## config.mk

```make
export PLATFORM = sky130hd
export DESIGN_NAME = instr_dispatch_fsm
export DESIGN_NICKNAME = d
export VERILOG_FILES = /design/src/rtl/instr_dispatch_fsm.sv
export SDC_FILE = /design/constraint.sdc
export NUM_CORES = 1
export LEC_CHECK = 0
export CORE_MARGIN = 10
export CORE_UTILIZATION = 42
export CTS_BUF_LIST = sky130_fd_sc_hd__clkbuf_16
export CTS_CLUSTER_DIAMETER = 150
export DETAILED_ROUTE_END_ITERATION = 16
export HOLD_SLACK_MARGIN = 0.08
export PLACE_DENSITY = 0.8
export SKIP_CTS_REPAIR_TIMING = 1
export SKIP_LAST_GASP = 1
export SLEW_MARGIN = 20
export SYNTH_ARGS = -nofsm -noshare
export SYNTH_HDL_FRONTEND = slang
export SYNTH_SLANG_ARGS = --single-unit
```

## constraint.sdc

```tcl
create_clock -name clock -period 2 [get_ports clock]
set_input_delay 0.5 -clock clock [delete_from_list [all_inputs] [get_ports clock]]
set_output_delay 0.5 -clock clock [all_outputs]
set_load 0.1 [all_outputs]
```

## src/rtl/instr_dispatch_fsm.sv

```systemverilog
// instr_dispatch_fsm: initiator side of the execution-FSM start/done handshake.
// Accepts one instruction at a time, decodes opcode/source/dest, launches the
// matching execution FSM with a one-cycle fsm_start code, holds the operands
// until that FSM reports done, then retires and accepts the next instruction.
// Optional feature macro: DISPATCH_TIMEOUT_EN (WAIT_DONE watchdog).
module instr_dispatch_fsm #(
    parameter logic [15:0] VALID_OPCODE_MASK = 16'h0100,
    parameter int unsigned TIMEOUT_CYCLES    = 64
) (
    input  logic        clock,
    input  logic        reset,
    input  logic        instr_valid,
    output logic        instr_ready,
    input  logic [15:0] instr,
    output logic [3:0]  fsm_start,
    output logic [5:0]  fsm_source,
    output logic [5:0]  fsm_dest,
    input  logic        fsm_done,
    output logic        busy,
    output logic        retire_pulse,
    output logic        illegal_op,
    output logic        timeout_err
);

    typedef enum logic [2:0] {
        IDLE,
        DECODE,
        LAUNCH,
        WAIT_DONE,
        RETIRE,
        ERROR
    } state_t;

    state_t     state;
    state_t     state_next;
    logic [3:0] opcode_q;
    logic       accept;
    logic       is_nop;
    logic       is_legal;
    logic       timeout_hit;

    // An instruction is taken only while idle; anything offered while busy is
    // left for upstream to hold.
    assign accept = (state == IDLE) && instr_valid;

`ifdef DISPATCH_TIMEOUT_EN
    localparam logic [15:0] TIMEOUT_LIMIT = 16'(TIMEOUT_CYCLES - 1);

    logic [15:0] wd_count;

    // Watchdog: cleared in LAUNCH, counts WAIT_DONE cycles that see no done.
    always_ff @(posedge clock) begin
        if (reset) begin
            wd_count <= '0;
        end else if (state == LAUNCH) begin
            wd_count <= '0;
        end else if ((state == WAIT_DONE) && !fsm_done) begin
            wd_count <= wd_count + 16'd1;
        end
    end
`else
    logic unused_timeout_cfg;
    assign unused_timeout_cfg = (TIMEOUT_CYCLES == 0);
`endif

    // Opcode classification of the latched instruction.
    always_comb begin
        is_nop   = (opcode_q == 4'h0);
        is_legal = VALID_OPCODE_MASK[opcode_q];
    end

    // Next-state logic; a done seen outside WAIT_DONE is stale and ignored.
    always_comb begin
        state_next  = state;
        timeout_hit = 1'b0;
        unique case (state)
            IDLE: begin
                if (accept) begin
                    state_next = DECODE;
                end
            end
            DECODE: begin
                if (is_nop) begin
                    state_next = RETIRE;
                end else if (!is_legal) begin
                    state_next = ERROR;
                end else begin
                    state_next = LAUNCH;
                end
            end
            LAUNCH: begin
                state_next = WAIT_DONE;
            end
            WAIT_DONE: begin
                // Done has priority over a watchdog expiry in the same cycle.
                if (fsm_done) begin
                    state_next = RETIRE;
`ifdef DISPATCH_TIMEOUT_EN
                end else if (wd_count == TIMEOUT_LIMIT) begin
                    state_next  = IDLE;
                    timeout_hit = 1'b1;
`endif
                end
            end
            RETIRE: begin
                state_next = IDLE;
            end
            ERROR: begin
                state_next = IDLE;
            end
            default: begin
                state_next = IDLE;
            end
        endcase
    end

    // State register plus registered outputs, each decoded from the state
    // being entered so it is valid for exactly the cycle spent in that state.
    always_ff @(posedge clock) begin
        if (reset) begin
            state        <= IDLE;
            instr_ready  <= 1'b1;
            busy         <= 1'b0;
            fsm_start    <= '0;
            retire_pulse <= 1'b0;
            illegal_op   <= 1'b0;
            timeout_err  <= 1'b0;
        end else begin
            state        <= state_next;
            instr_ready  <= (state_next == IDLE);
            busy         <= (state_next != IDLE);
            fsm_start    <= (state_next == LAUNCH) ? opcode_q : '0;
            retire_pulse <= (state_next == RETIRE);
            illegal_op   <= (state_next == ERROR);
            timeout_err  <= timeout_hit;
        end
    end

    // Operand latch: updated only on accept, held through DECODE..RETIRE.
    always_ff @(posedge clock) begin
        if (reset) begin
            opcode_q   <= '0;
            fsm_source <= '0;
            fsm_dest   <= '0;
        end else if (accept) begin
            opcode_q   <= instr[15:12];
            fsm_source <= instr[11:6];
            fsm_dest   <= instr[5:0];
        end
    end

    // Handshake invariants.
    a_start_single : assert property (@(posedge clock) disable iff (reset)
        (fsm_start != '0) |=> (fsm_start == '0));
    a_start_launch : assert property (@(posedge clock) disable iff (reset)
        (fsm_start != '0) |-> (state == LAUNCH));
    a_ready_idle   : assert property (@(posedge clock) disable iff (reset)
        instr_ready == (state == IDLE));
    a_busy_ready   : assert property (@(posedge clock) disable iff (reset)
        busy == !instr_ready);
    a_retire_once  : assert property (@(posedge clock) disable iff (reset)
        retire_pulse |=> !retire_pulse);

endmodule

```

**After elaboration in Yosys (flattened, before gate mapping)**

Memories as Yosys holds them, arrays and structs flattened. A register that Yosys moved wholly into a read port is not among the register bits.
Cells that the tools add are included.

- $lt $le $gt $ge: 1
- Equal/unequal tests: 6
- Mux-type cells: 8
- Bitwise operators: 1
- Reductions and logical operators: 6

Operators with widths:

| kind | number |
|---|---|
| $mux W3 | 4 |
| $pmux W3 S4 | 1 |
| $eq A3 B2 Y1 const B | 3 |
| $mux W4 | 2 |
| $eq A3 B3 Y1 const B | 2 |
| $logic_not A3 Y1 | 2 |
| $lt A4 B5 Y1 const B | 1 |
| $logic_not A4 Y1 | 1 |
| $eq A3 B1 Y1 const B | 1 |
| $reduce_bool A3 Y1 | 1 |
| $reduce_or A2 Y1 | 1 |
| $logic_and A1 B1 Y1 | 1 |
| $mux W1 | 1 |
| $not A1 Y1 | 1 |

- Flip-flop bits (word level): 27
- Bits in read-only memories: 16
- Output and inout bits: 21
- Logic and storage cells: 32
- Memories: 1

Memories:

| memory | depth | width | rd ports | clocked after Yosys merged registers in | write ports | RTL line | text |
|---|---|---|---|---|---|---|---|
| (name not given) | 16 | 1 | 1 | 1 | 0 | 69 | `is_legal = VALID_OPCODE_MASK[opcode_q];` |

**Longest topological paths before layout**

- Word-level depth: 8
- Gate-level depth with buffers: 6

**Worst setup path before layout**

Ideal clock, no wire load.

- Path type: register to register
- Start: reg state[1]
- End: reg fsm_dest[0]
- Setup time: 0.132 ns
- Data arrival time: 1.330 ns
- Required time: 1.868 ns
- Path slack: 0.537 ns
- Cell stages (with the launch flop): 7
- Buffers on the path: 3
- Path through: dfxtp_1 > buf_6 > or4b_1 > buf_2 > buf_6 > nand2_1 > a21oi_1

- Word-level cells in the longest chain between the ends: 2

RTL lines:

| item | RTL line | text |
|---|---|---|
| from (decl) | 34 | `state_t state;` |
| from (signal assigned) | 129 | `state <= state_next;` |
| $logic_not A3 Y1 | 44 | `assign accept = (state == IDLE) && instr_valid;` |
| $logic_and A1 B1 Y1 | 44 |  |
| to (signal assigned) | 148 | `fsm_dest <= instr[5:0];` |
| to (decl) | 17 | `output logic [5:0] fsm_dest,` |

Every way passes these cells.
A chain may end at the register's enable or synchronous reset.

==> impl_metrics.json <==
{
  "outcome": "complete, no violations",
  "synth.area.top_cells": "dfxtp_1, nand2_1, a21oi_1",
  "cts.sinks": 28,
  "core_area_um2": 2450,
  "final_util_pct": 60.9,
  "vias": 937,
  "rsz0062_at_grt": "no",
  "grt_pass1_vias": 973,
  "area_growth_pct": 40.6,
  "ioPinCount": 41,
  "p_leak_nw": 0.611,
  "hpwl_um": 1940,
  "end_kind": "register",
  "via_per_inst": 5.01,
  "critPathKind": "input pin to register",
  "syn_avg_cell_area_um2": 9.01,
  "finalSetupTns_ps": 0,
  "start_kind": "input pin",
  "ys_seq_area_share_pct": 52.7,
  "multi_input_area_um2": 444,
  "ir_drop_mv": 0.819,
  "drv_cap": 0,
  "finalInstanceArea_um2": 1500,
  "synth_warnings": 0,
  "final_common_cell": "nand2_1",
  "setup_viol": 0,
  "diodes": 0,
  "gp_congestion": 0.705,
  "io_buffers": 39,
  "track_usage_pct": 10.8,
  "synthesis.area_um2": 1060,
  "grt_max_degree": 20,
  "nFillCells": 227,
  "h-tree-depth": 1,
  "final_antenna_net_count": 0,
  "cp.arrival_ps": 1860,
  "cp.required_ps": 2140,
  "fp.dieW_um": 70.3,
  "cts_tree": "built",
  "drt_first_pass_iters": 4,
  "synth_top_area_share_pct": 52.7,
  "cts-buffers-inserted": 3,
  "slew_viol_final": 0,
  "period_minus_slack_ps": 1720,
  "synthCells": 118,
  "fin_nets": 178,
  "clockRootBuffer": "clkbuf_16",
  "hold_viol_final": 0,
  "wl_per_cell_um": 13.9,
  "placed_area_um2": 1420,
  "fmax_mhz": 582,
  "cts_buffer_depth": 2,
  "period_share_pct": 85.9,
  "clk_latency_ps": 260,
  "dr.first_iter.drc_count": 49,
  "ys_types": 28,
  "finClkSkew_ps": 2.84,
  "syn-num-nets": 138,
  "drcViolationCount": 0,
  "drive_above_1_share_pct": 21.7,
  "synth_seq_cells": 28,
  "crit_fanout": 17,
  "die-area_um2": 4940,
  "num_rows": 18,
  "routed_wl_um": 2610,
  "grt_pass1_wl_um": 4460,
  "p_per_area_nw_per_um2": 992,
  "antenna_found_initial": 0,
  "initial_core_util_pct": 43.3,
  "seqCellArea_um2": 561,
  "die_y_um": 70.3,
  "yosys.area.top_type": "dfxtp_1",
  "cts.clk_slew.worst_paths_ps": 60,
  "grt_overflow": 0,
  "hp-class": "register to register",
  "final_cell_mix": "nand2_1, dfxtp_1, buf_4, a21oi_1, clkdlybuf4s50_1"
}
## cells in the mapped netlist, drive strengths merged
| library cell | count |
|---|---|
| a21boi | 1 |
| a21oi | 19 |
| a311oi | 1 |
| a41oi | 1 |
| and2 | 5 |
| and2b | 1 |
| buf | 5 |
| clkbuf | 2 |
| conb | 1 |
| dfxtp | 28 |
| inv | 3 |
| nand2 | 35 |
| nand3 | 1 |
| nor2 | 2 |
| nor3 | 2 |
| nor4 | 2 |
| nor4b | 3 |
| o21ai | 1 |
| o31a | 1 |
| o41ai | 1 |
| or3b | 1 |
| or4 | 1 |
| or4b | 1 |
## cell families after synthesis
logic type	count (synthesis)	share of synthesized area, %
simple gates	54	27.2
buf+inv	10	5.53
flops	28	52.7
other cells	1	0.353
compound gates	25	14.2
## sequential cells by signal (all words and copies together), names as in the netlist
name / cells
state: 3
retire_pulse: 1
illegal_op: 1
instr_ready: 1
fsm_dest: 6
busy: 1
fsm_source: 6
opcode_q: 4
is_legal: 1
fsm_start: 4
## critical path, cell delays in order
cell and delay [ps]:
clkdlybuf4s50_1 520, or4b_1 460, buf_4 210, nand3_1 100, a21oi_1 70
## layout make-up
cell class	count	share of cell area, %
Clock buffer	3	5.02
Clock inverter	1	0.251
Inverter	3	0.753
Multi-Input combinational cell	80	29.7
Sequential cell	28	37.5
Tap cell	30	2.51
Timing Repair Buffer	42	24.3
## metrics by stage
stage / hold WS, ps / cells / power [mW] / setup slack [ps]
after global routing: 488 / 187 / 1.55 / 223
after CTS: 461 / 187 / 1.50 / 274
after global placement: 444 / 183 / 1.05 / 75.5
after detailed placement: 453 / 183 / 1.05 / 49.1
after floorplan: 465 / 118 / 0.946 / 537
final: 458 / 187 / 1.48 / 282
## final timing paths
check | from | end | slack, ps | depth (start not counted)
max reg2reg | state[1]$_SDFF_PP0_ | is_legal$_SDFF_PP0_ | 520 | 4
min | fsm_source[1]$_SDFFE_PP0P_ | fsm_source[1]$_SDFFE_PP0P_ | 460 | 2
min reg2reg | fsm_source[1]$_SDFFE_PP0P_ | fsm_source[1]$_SDFFE_PP0P_ | 460 | 2
max | instr_valid | is_legal$_SDFF_PP0_ | 280 | 5
## per-layer routing
metal	part of all wire (%)	global-route usage, %	vias to the layer above
li1	-	-	472
met1	38	10.7	432
met2	49	18.1	29
met3	11	6.92	4
met4	0.96	3.29	0
met5	0	0	-
## power breakdown
| part | internal, mW | switching (mW) |
|---|---|---|
| combinational | 0.121 | 0.292 |
| sequential | 0.597 | 0.0298 |
| clock | 0.267 | 0.175 |
No activity file was read; power rests on OpenSTA's default activity.
